`config.mk`:
```
export PLATFORM = sky130hd
export DESIGN_NAME = wb_stage_flat
export DESIGN_NICKNAME = d
export VERILOG_FILES = /design/src/rtl/wb_stage_if.sv /design/src/rtl/wb_stage.sv /design/src/flat_wrapper.sv
export SDC_FILE = /design/constraint.sdc
export NUM_CORES = 1
export LEC_CHECK = 0
export BUFFER_PORTS_ARGS = -buffer_cell sky130_fd_sc_hd__buf_2
export CAP_MARGIN = 20
export CELL_PAD_IN_SITES_DETAIL_PLACEMENT = 1
export CELL_PAD_IN_SITES_GLOBAL_PLACEMENT = 2
export CORE_MARGIN = 4
export CORE_UTILIZATION = 37
export CTS_CLUSTER_SIZE = 10
export DETAILED_ROUTE_END_ITERATION = 10
export PLACE_DENSITY = 0.89
export SYNTH_ARGS = -nofsm -noshare
export SYNTH_HDL_FRONTEND = slang
export SYNTH_SLANG_ARGS = --single-unit
```
`constraint.sdc`:
```
create_clock -name clk -period 7.11 [get_ports clk]
set_input_delay 0.711 -clock clk [delete_from_list [all_inputs] [get_ports clk]]
set_output_delay 0.711 -clock clk [all_outputs]
set_load 0.03 [all_outputs]
```
`src/rtl/wb_stage_if.sv`:
```
// Upstream result handshake from MEM into the writeback stage.
// A transfer occurs on a rising clk edge when in_valid and in_ready are both 1.
interface wb_stage_if;
  logic        in_valid;
  logic        in_ready;
  logic [1:0]  in_mode;
  logic [2:0]  in_addr_0;
  logic [2:0]  in_addr_1;
  logic [15:0] in_data_0;
  logic [15:0] in_data_1;

  modport master (
    output in_valid, in_mode, in_addr_0, in_addr_1, in_data_0, in_data_1,
    input  in_ready
  );

  modport slave (
    input  in_valid, in_mode, in_addr_0, in_addr_1, in_data_0, in_data_1,
    output in_ready
  );
endinterface

```
`src/rtl/wb_stage.sv`:
```
// Writeback stage: buffers MEM results in a small FIFO and drains one registered
// dual-port register-file write per cycle, with youngest-wins forwarding lookup.
module wb_stage #(
  parameter int DEPTH = 2
) (
  input  logic                       clk,
  input  logic                       rst,
  wb_stage_if.slave                  up,
  output logic                       reg_write_en,
  output logic [1:0]                 write_mode,
  output logic [2:0]                 reg_write_addr_0,
  output logic [2:0]                 reg_write_addr_1,
  output logic [15:0]                data_in_0,
  output logic [15:0]                data_in_1,
  input  logic [2:0]                 fwd_addr_0,
  input  logic [2:0]                 fwd_addr_1,
  output logic                       fwd_hit_0,
  output logic                       fwd_hit_1,
  output logic [15:0]                fwd_data_0,
  output logic [15:0]                fwd_data_1,
  output logic [$clog2(DEPTH):0]     occupancy,
  output logic                       idle,
  output logic                       err_bad_mode
);
  localparam int AW = $clog2(DEPTH);
  localparam int CW = AW + 1;

  logic [AW-1:0] wr_ptr, rd_ptr;
  logic [CW-1:0] count;

  logic          q_dual [DEPTH];
  logic [2:0]    q_a0   [DEPTH];
  logic [2:0]    q_a1   [DEPTH];
  logic [15:0]   q_d0   [DEPTH];
  logic [15:0]   q_d1   [DEPTH];

  logic full, accept, push, pop, bad, same, n_dual;
  logic [2:0]  n_a1;
  logic [15:0] n_d0, n_d1;

  assign full        = (count == CW'(DEPTH));
  assign up.in_ready = !rst && !full;
  assign accept      = up.in_valid && up.in_ready;
  // Modes 01 and 11 both have bit 0 set; 00 and 10 are consumed without a push.
  assign push        = accept && up.in_mode[0];
  assign bad         = accept && (up.in_mode == 2'b10);
  assign pop         = (count != '0);

  // An equal-address dual write collapses to a single write carrying port 1 data.
  assign same   = (up.in_addr_0 == up.in_addr_1);
  assign n_dual = up.in_mode[1] && !same;
  assign n_d0   = (up.in_mode[1] && same) ? up.in_data_1 : up.in_data_0;
  assign n_a1   = n_dual ? up.in_addr_1 : 3'd0;
  assign n_d1   = n_dual ? up.in_data_1 : 16'd0;

  always_ff @(posedge clk) begin
    if (push) begin
      q_dual[wr_ptr] <= n_dual;
      q_a0[wr_ptr]   <= up.in_addr_0;
      q_a1[wr_ptr]   <= n_a1;
      q_d0[wr_ptr]   <= n_d0;
      q_d1[wr_ptr]   <= n_d1;
    end
  end

  always_ff @(posedge clk) begin
    if (rst) begin
      wr_ptr           <= '0;
      rd_ptr           <= '0;
      count            <= '0;
      reg_write_en     <= 1'b0;
      write_mode       <= 2'b00;
      reg_write_addr_0 <= 3'd0;
      reg_write_addr_1 <= 3'd0;
      data_in_0        <= 16'd0;
      data_in_1        <= 16'd0;
      err_bad_mode     <= 1'b0;
    end else begin
      if (push) wr_ptr <= wr_ptr + AW'(1);
      if (pop)  rd_ptr <= rd_ptr + AW'(1);
      count <= count + CW'(push) - CW'(pop);
      if (bad) err_bad_mode <= 1'b1;
      if (pop) begin
        reg_write_en     <= 1'b1;
        write_mode       <= q_dual[rd_ptr] ? 2'b11 : 2'b01;
        reg_write_addr_0 <= q_a0[rd_ptr];
        reg_write_addr_1 <= q_a1[rd_ptr];
        data_in_0        <= q_d0[rd_ptr];
        data_in_1        <= q_d1[rd_ptr];
      end else begin
        reg_write_en <= 1'b0;
        write_mode   <= 2'b00;
      end
    end
  end

  // Lowest priority first so each later match overrides: output register,
  // then FIFO entries oldest to youngest, port 0 before port 1 within an entry.
  function automatic logic [16:0] lookup(input logic [2:0] a);
    logic          hit;
    logic [15:0]   d;
    logic [AW-1:0] idx;
    hit = 1'b0;
    d   = 16'd0;
    if (reg_write_en) begin
      if (reg_write_addr_0 == a) begin hit = 1'b1; d = data_in_0; end
      if (write_mode == 2'b11 && reg_write_addr_1 == a) begin hit = 1'b1; d = data_in_1; end
    end
    for (int k = DEPTH - 1; k >= 0; k--) begin
      if (CW'(k) < count) begin
        idx = wr_ptr - AW'(1) - AW'(k);
        if (q_a0[idx] == a) begin hit = 1'b1; d = q_d0[idx]; end
        if (q_dual[idx] && q_a1[idx] == a) begin hit = 1'b1; d = q_d1[idx]; end
      end
    end
    return {hit, d};
  endfunction

  always_comb begin
    {fwd_hit_0, fwd_data_0} = lookup(fwd_addr_0);
    {fwd_hit_1, fwd_data_1} = lookup(fwd_addr_1);
  end

  assign occupancy = count;
  assign idle      = (count == '0) && !reg_write_en;
endmodule
```
`src/flat_wrapper.sv`:
```
// flat-port wrapper written by rule: the top's interface ports become plain ports
module wb_stage_flat 
#(
  parameter int DEPTH = 2
)
  (clk, rst, reg_write_en, write_mode, reg_write_addr_0, reg_write_addr_1, data_in_0, data_in_1, fwd_addr_0, fwd_addr_1, fwd_hit_0, fwd_hit_1, fwd_data_0, fwd_data_1, occupancy, idle, err_bad_mode, up_in_valid, up_in_mode, up_in_addr_0, up_in_addr_1, up_in_data_0, up_in_data_1, up_in_ready);
  wb_stage_if up_i ();
  input  logic clk;
  input  logic rst;
  output logic reg_write_en;
  output logic [1:0] write_mode;
  output logic [2:0] reg_write_addr_0;
  output logic [2:0] reg_write_addr_1;
  output logic [15:0] data_in_0;
  output logic [15:0] data_in_1;
  input  logic [2:0] fwd_addr_0;
  input  logic [2:0] fwd_addr_1;
  output logic fwd_hit_0;
  output logic fwd_hit_1;
  output logic [15:0] fwd_data_0;
  output logic [15:0] fwd_data_1;
  output logic [$clog2(DEPTH):0] occupancy;
  output logic idle;
  output logic err_bad_mode;
  input wire logic [$bits(up_i.in_valid)-1:0] up_in_valid;
  input wire logic [$bits(up_i.in_mode)-1:0] up_in_mode;
  input wire logic [$bits(up_i.in_addr_0)-1:0] up_in_addr_0;
  input wire logic [$bits(up_i.in_addr_1)-1:0] up_in_addr_1;
  input wire logic [$bits(up_i.in_data_0)-1:0] up_in_data_0;
  input wire logic [$bits(up_i.in_data_1)-1:0] up_in_data_1;
  output wire logic [$bits(up_i.in_ready)-1:0] up_in_ready;
  assign up_i.in_valid = up_in_valid;
  assign up_i.in_mode = up_in_mode;
  assign up_i.in_addr_0 = up_in_addr_0;
  assign up_i.in_addr_1 = up_in_addr_1;
  assign up_i.in_data_0 = up_in_data_0;
  assign up_i.in_data_1 = up_in_data_1;
  assign up_in_ready = up_i.in_ready;
  wb_stage #(.DEPTH(DEPTH)) u_core (.clk(clk), .rst(rst), .up(up_i), .reg_write_en(reg_write_en), .write_mode(write_mode), .reg_write_addr_0(reg_write_addr_0), .reg_write_addr_1(reg_write_addr_1), .data_in_0(data_in_0), .data_in_1(data_in_1), .fwd_addr_0(fwd_addr_0), .fwd_addr_1(fwd_addr_1), .fwd_hit_0(fwd_hit_0), .fwd_hit_1(fwd_hit_1), .fwd_data_0(fwd_data_0), .fwd_data_1(fwd_data_1), .occupancy(occupancy), .idle(idle), .err_bad_mode(err_bad_mode));
endmodule
```
==> results.json, run 1 <==
{
  "status": "completed",
  "yosys-mux-area-fraction_pct": 29.3,
  "antenna_found_initial": 0,
  "fin_crit_ns": 4.31,
  "p_sw_w": 0.000526,
  "layout_commonest_cell": "mux2i_1",
  "synth_fp_nets": 827,
  "routed_wl_mm": 25.6,
  "syn_area_um2": 8040,
  "worstPathRequired_ns": 6.40,
  "design_area_um2": 9490,
  "endpoint_kind": "primary output",
  "clkPwrFrac_pct": 45.8,
  "synth_compound_area_share_pct": 6.89,
  "cp_top_family": "compound AO/OA/AOI/OAI gates",
  "internal_power_w": 0.00150,
  "dieArea_um2": 24100,
  "hold_path_depth": 2,
  "port-buffer-count": 128,
  "fin_nets": 929,
  "critical_path_class": "register to primary output",
  "post_cts_buffers": 0,
  "cts_buffers": 17,
  "critPathLaunchType": "register",
  "drive_above_1_share_pct": 30.3,
  "rr_worst_depth": 5,
  "max_stage_delay_ns": 0.61,
  "crit_chain": "mux2i_2 -> xor2_1 -> nand3_2 -> a21o_1 -> buf_16 -> a31oi_1 -> buf_2",
  "core_um2": 21200,
  "synthDistinctLibCells": 39,
  "clk_latency_ns": 0.43,
  "n_antenna_cell": 0,
  "grt_pass1_wl_mm": 39.6,
  "pwr-share-comb_pct": 13.5,
  "yosysSeqAreaShare_pct": 40.8,
  "cts_buffer_depth": 2,
  "drc": 0,
  "fin_tns_setup_ns": 0,
  "grt_max_degree": 79,
  "cap_viol_max_count": 0,
  "final_cell_mix": "mux2i_1, nor2_1, buf_2, edfxtp_1, mux2_2",
  "hold_path.class": "register to register",
  "period_share_pct": 60.6,
  "ant_nets": 0,
  "num_io_pins": 129,
  "synth-simple-area-share_pct": 13.6,
  "drtPass1Iterations": 4,
  "worstPathMaxFanout": 25,
  "worst_ep_arrival_time_ns": 3.60,
  "finalHoldViolCount": 0,
  "vias": 6430,
  "crit_cells": 7,
  "area.growth.synth_to_final_pct": 18.0,
  "yosys_warnings": 0,
  "hpwl_mm": 16.5,
  "grt.overflow.total": 0,
  "ctsHtreeMaxLevel": 4,
  "die_y_um": 155,
  "track_usage_pct": 21.4,
  "wl_per_cell_um": 21.9,
  "clock_skew_ns": 0.00661,
  "seq_power_share_pct": 40.7,
  "synthXorXnorAreaFrac_pct": 4.89,
  "swShare_pct": 25.9,
  "clk_pin_slew_ns": 0.06,
  "synth_top_family_by_area": "multiplexers",
  "p_total_w": 0.00203,
  "path_buf_inv": 2,
  "slowest_stage": "nand3_2",
  "setup-violations-final": 0,
  "initial_core_util_pct": 37.9,
  "cellLeakagePower_nw": 3.93,
  "viasPerCell": 5.51,
  "rows": 53,
  "postCtsHoldBufs": 0,
  "slew_headroom_pct": 27.7,
  "grt_pass1_vias": 6827,
  "synthCells": 778,
  "powerDensity_nw_per_um2": 214,
  "ir_worst_vdd_uv": 141,
  "nFillCells": 2408,
  "cts_root_buffer": "clkbuf_16",
  "cts_sinks": 125,
  "syn_avg_cell_area_um2": 10.3,
  "tightest_slew_ns": 1.08,
  "tritoncts": "built",
  "die_x_um": 155,
  "ys_ff_latch": 125,
  "place.gp.congestion": 0.839,
  "synth_fa_ha_area_share_pct": 0,
  "drt-initial-drc-count": 475,
  "rsz0062_at_grt": "false",
  "placed_area_um2": 8800,
  "fmax_mhz": 232,
  "cts_resized": 0,
  "finalMaxSlewViolations": 0
}
[per-stage QoR]
step	cells	utilization [%]	worst slack (ns)	hold slack (ns)
floorplan	778	-	1.33	0.515
global placement	1133	41.5	2.89	0.468
detailed placement	1133	41.5	2.87	0.487
CTS	1165	44.4	2.65	0.489
global route	1168	44.7	2.67	0.500
finish	1168	44.7	2.80	0.492
[cell usage after synthesis, drive strengths merged]
cell type / n / area share, %
a21oi: 2 / 0.12
a21o: 2 / 0.19
nor2b: 1 / 0.078
nand2: 59 / 3.3
xnor2: 1 / 0.11
and2: 19 / 1.5
and3b: 2 / 0.22
nor2: 130 / 6.1
or3: 1 / 0.078
mux2: 64 / 9.0
clkinv: 1 / 0.047
o21ai: 3 / 0.23
nor4: 3 / 0.61
nand3: 10 / 0.84
or2: 1 / 0.078
buf: 35 / 3.1
nor3: 5 / 0.31
a31oi: 32 / 2.5
o22ai: 4 / 0.31
dfxtp: 47 / 12
a211oi: 38 / 3.5
mux2i: 163 / 20
nand4: 4 / 0.31
nor4b: 1 / 0.11
edfxtp: 78 / 29
nand2b: 2 / 0.16
clkbuf: 27 / 1.3
xor2: 43 / 4.8
[state kept, by name (all words and copies together) (netlist names), named ones only]
signal                   count
u_core.data_in_0            16
u_core.data_in_1            16
u_core.err_bad_mode          1
u_core.occupancy             2
u_core.q_a0                  6
u_core.q_a1                  6
u_core.q_d0                 32
u_core.q_d1                 32
u_core.q_dual                2
u_core.rd_ptr                1
u_core.reg_write_addr_0      3
u_core.reg_write_addr_1      3
u_core.reg_write_en          1
u_core.wr_ptr                1
u_core.write_mode            2
[routing by layer]
layer	GRT usage [%]	vias to the layer above	part of all wire, %
met5	0	-	0
met3	4.28	32	4.6
met4	7.21	0	1.7
met2	35.6	165	48
li1	-	3011	-
met1	28.0	3222	45
[worst paths after layout]
path              slack [ns]                          endpoint                              from
setup / recovery        2.80                    fwd_data_0[15]        u_core.wr_ptr$_SDFFE_PP0P_
hold reg to reg         0.49  u_core.err_bad_mode$_SDFFE_PP0P_  u_core.err_bad_mode$_SDFFE_PP0P_
setup reg to reg        4.27       u_core.q_d1[1][5]$_DFFE_PP_    u_core.occupancy[1]$_SDFF_PP0_
hold / removal          0.49  u_core.err_bad_mode$_SDFFE_PP0P_  u_core.err_bad_mode$_SDFFE_PP0P_
[logic make-up (layout without fill, tap and decap cells)]
kind of cell | count (synthesis) | after routing
xor+xnor | 44 | 44
mux | 227 | 227
compound gates | 81 | 81
flops | 125 | 125
simple gates | 238 | 238
buf+inv | 63 | 178
[cell type report]
class	instances	area, um^2	share of cell area (%)
multi-input cells	590	4420	46.5
clock inverters	12	168	1.77
inverters	1	3.75	0.0396
repair buffers	145	812	8.56
clock buffers	20	457	4.81
well taps	275	344	3.63
flip-flops and latches	125	3290	34.7
[power groups by stage]
| stage | sequential [W] | clock, W | combinational [W] |
|---|---|---|---|
| CTS | 0.000825 | 0.000943 | 0.000272 |
| global placement | 0.000839 | 0 | 0.000264 |
| floorplan | 0.000852 | 0 | 0.000177 |
| global route | 0.000829 | 0.000978 | 0.000295 |
| detailed placement | 0.000840 | 0 | 0.000269 |
| finish | 0.000826 | 0.000930 | 0.000274 |
[worst reg2reg max path: cells and delay by family, from the launching register on]
kind,cells,cell delay [ns]
AND/OR/NAND/NOR,2,0.82
flip-flops,1,0.30
buffers and inverters,3,1.41
Note: power is estimated with default switching activity, not from simulation.
==> run 2: changes to the inputs <==
ABC_AREA = 1   (was default)
CORE_UTILIZATION = 29   (was 37)
PLACE_DENSITY = 0.86   (was 0.89)
clock period = 3.5 ns   (was 7.11 ns; I/O delays follow)
==> results.json, run 2 <==
{
  "status": "completed",
  "ir_worst_vdd_uv": 304,
  "yosys_warnings": 0,
  "cellLeakagePower_nw": 4.53,
  "tritoncts": "built",
  "synthCells": 1265,
  "hold_end": "u_core.q_a0[0][0]$_DFFE_PP_",
  "cp_top_family": "simple AND/OR/NAND/NOR gates",
  "worst_ep_arrival_time_ns": 2.95,
  "clk_pin_slew_ns": 0.06,
  "track_usage_pct": 22.7,
  "die_x_um": 179,
  "die_y_um": 179,
  "fin_nets": 1411,
  "wl_per_cell_um": 20.9,
  "rr_worst_depth": 7,
  "grt_pass1_vias": 8978,
  "n_antenna_cell": 0,
  "ctsHtreeMaxLevel": 4,
  "synthDistinctLibCells": 34,
  "drtPass1Iterations": 5,
  "grt_max_degree": 97,
  "drive_above_1_share_pct": 16.9,
  "cts_buffer_depth": 2,
  "hold_path.class": "input pin to register",
  "layout_commonest_cell": "nand2_1",
  "worstPathRequired_ns": 3.15,
  "synthFlopType": "edfxtp_1",
  "p_total_w": 0.00412,
  "clk_latency_ns": 0.43,
  "clock_skew_ns": 0.0139,
  "worstPathMaxFanout": 44,
  "endpoint_kind": "primary output",
  "ys_ff_latch": 125,
  "synth_area_leaders": "edfxtp_1, nand2_1, dfxtp_1, nand3_1, o21ai_0",
  "final_cell_mix": "nand2_1, nand3_1, o21ai_0, buf_2, inv_1",
  "grt_pass1_wl_mm": 55.6,
  "syn_area_um2": 8510,
  "fmax_mhz": 303,
  "grt.overflow.total": 0,
  "synth_common_cells": "nand2_1, nand3_1, o21ai_0",
  "powerDensity_nw_per_um2": 406,
  "finalMaxSlewViolations": 0,
  "netlist.area_leader.share_pct": 27.5,
  "slew_headroom_pct": 38.2,
  "synth_fp_nets": 1314,
  "fin_tns_setup_ns": 0,
  "place.gp.congestion": 0.986,
  "num_io_pins": 129,
  "port-buffer-count": 128,
  "slowest_stage": "dfxtp_4",
  "cap_viol_max_count": 0,
  "yosysSeqAreaShare_pct": 38.6,
  "synth_edf_count": 78,
  "critPathLaunchType": "register",
  "vias": 9173,
  "area.growth.synth_to_final_pct": 19.2,
  "finalHoldViolCount": 0,
  "path_buf_inv": 2,
  "rows": 62,
  "dieArea_um2": 32200,
  "cts_buffers": 17,
  "syn_avg_cell_area_um2": 6.73,
  "max_stage_delay_ns": 0.43,
  "yosys.area.top_type": "edfxtp_1",
  "cp_common_cell": "nand2_1",
  "setup-violations-final": 0,
  "period_share_pct": 94.3,
  "core_um2": 28900,
  "cts_root_buffer": "clkbuf_16",
  "fin_crit_ns": 3.30,
  "ant_nets": 0,
  "rsz0062_at_grt": "false",
  "tightest_slew_ns": 0.926,
  "antenna_found_initial": 0,
  "initial_core_util_pct": 29.5,
  "drc": 0,
  "crit_chain": "inv_8 -> nand2_1 -> nand3_2 -> nand2_1 -> nor2_4 -> nand2_4 -> nand2_2 -> nand2_4 -> a21oi_1 -> nand2_1 -> nand2_1 -> buf_2",
  "hpwl_mm": 27.9,
  "min-delay-start": "up_in_addr_0[0]",
  "reg2reg_from": "u_core.occupancy[1]$_SDFF_PP0_",
  "utilization_pct": 35.2,
  "viasPerCell": 5.21,
  "worst-r2r-setup-slack_ns": 1.06,
  "hold_path_depth": 1,
  "critical_path_class": "register to primary output",
  "drt-initial-drc-count": 840,
  "routed_wl_mm": 36.7,
  "timing.rr.end": "u_core.q_d0[0][8]$_DFFE_PP_",
  "cts_sinks": 125,
  "yosysMostFrequentCell": "nand2_1",
  "top_regs": "u_core.q_d0 (32), u_core.q_d1 (32)",
  "async_flop_share_pct": 0,
  "postCtsHoldBufs": 0
}
run 2: cell count changes in the layout (fill, tap and decap cells not counted), sizes merged, moves of 32 or more:
cell,before,now
nand2,59,422
inv,0,127
o21ai,3,167
mux2i,163,0
xor2,43,7
a31oi,32,0
nand3,10,168
nor2,130,66
a211oi,38,0
mux2,64,0
run 2: cell type report:
cell class / count / area, um^2
Clock inverter: 15 / 199
Timing Repair Buffer: 160 / 897
Tap cell: 384 / 480
Clock buffer: 17 / 425
Sequential cell: 125 / 3290
Fill cell: 3696 / 18700
Inverter: 119 / 454
Multi-Input combinational cell: 939 / 4400
run 2: metal layers:
metal / global-route usage [%] / part of all wire, %
met5: 0 / 0
met3: 3.18 / 6.4
met1: 34.1 / 48
met2: 34.3 / 44
met4: 5.71 / 1.6
run 2: worst max path at each step:
stage / from / to / slack, ns / cells after the start
after floorplan: u_core.occupancy[0]$_SDFF_PP0_ / u_core.q_a0[1][0]$_DFFE_PP_ / 0.36 / 4
after global placement: fwd_addr_1[0] / fwd_data_1[3] / 0.53 / 12
after detailed placement: fwd_addr_1[0] / fwd_data_1[3] / 0.53 / 12
after CTS: u_core.wr_ptr$_SDFFE_PP0P_ / fwd_data_0[15] / 0.08 / 13
after global routing: u_core.wr_ptr$_SDFFE_PP0P_ / fwd_data_0[5] / 0.03 / 12
final: u_core.wr_ptr$_SDFFE_PP0P_ / fwd_data_0[15] / 0.20 / 12
run 2: what timing repair did:
action,4_1_cts,5_1_grt
setup endpoints to repair,0,32
setup buffers,0,1
gates resized for setup,0,1
run 2: metrics by stage:
stage / setup slack [ns] / hold slack, ns / cells / area (um^2)
2_1_floorplan: 0.363 / 0.445 / 1265 / 8510
3_3_place_gp: 0.525 / 0.449 / 1725 / 9500
3_5_place_dp: 0.531 / 0.457 / 1725 / 9500
4_1_cts: 0.0791 / 0.144 / 1757 / 10100
5_1_grt: 0.0305 / 0.149 / 1759 / 10100
6_report: 0.198 / 0.163 / 1759 / 10100
run 2: logic make-up (layout without fill, tap and decap cells):
kind of cell	after synthesis	after routing	synth area share (%)
and+or+nand+nor	685	685	34.7
AOI/OAI and AO/OA	241	241	15.5
buffers and inverters	201	311	9.95
DFF	125	125	38.6
xor gates and xnor gates	13	13	1.34
run 2: power breakdown:
group	internal, W	leakage [nW]	switching, W
registers	0.00160	1.10	0.0000291
logic	0.000156	3.13	0.000403
clock network	0.00115	0.304	0.000783
run 2: worst register-to-register path, stage by stage (launching register included):
cell and delay (ns):
dfxtp_1 0.33, buf_4 0.20, inv_1 0.19, nor2_1 0.11
nor3b_1 0.26, nand2_1 0.23, nor2_4 0.26, buf_4 0.47
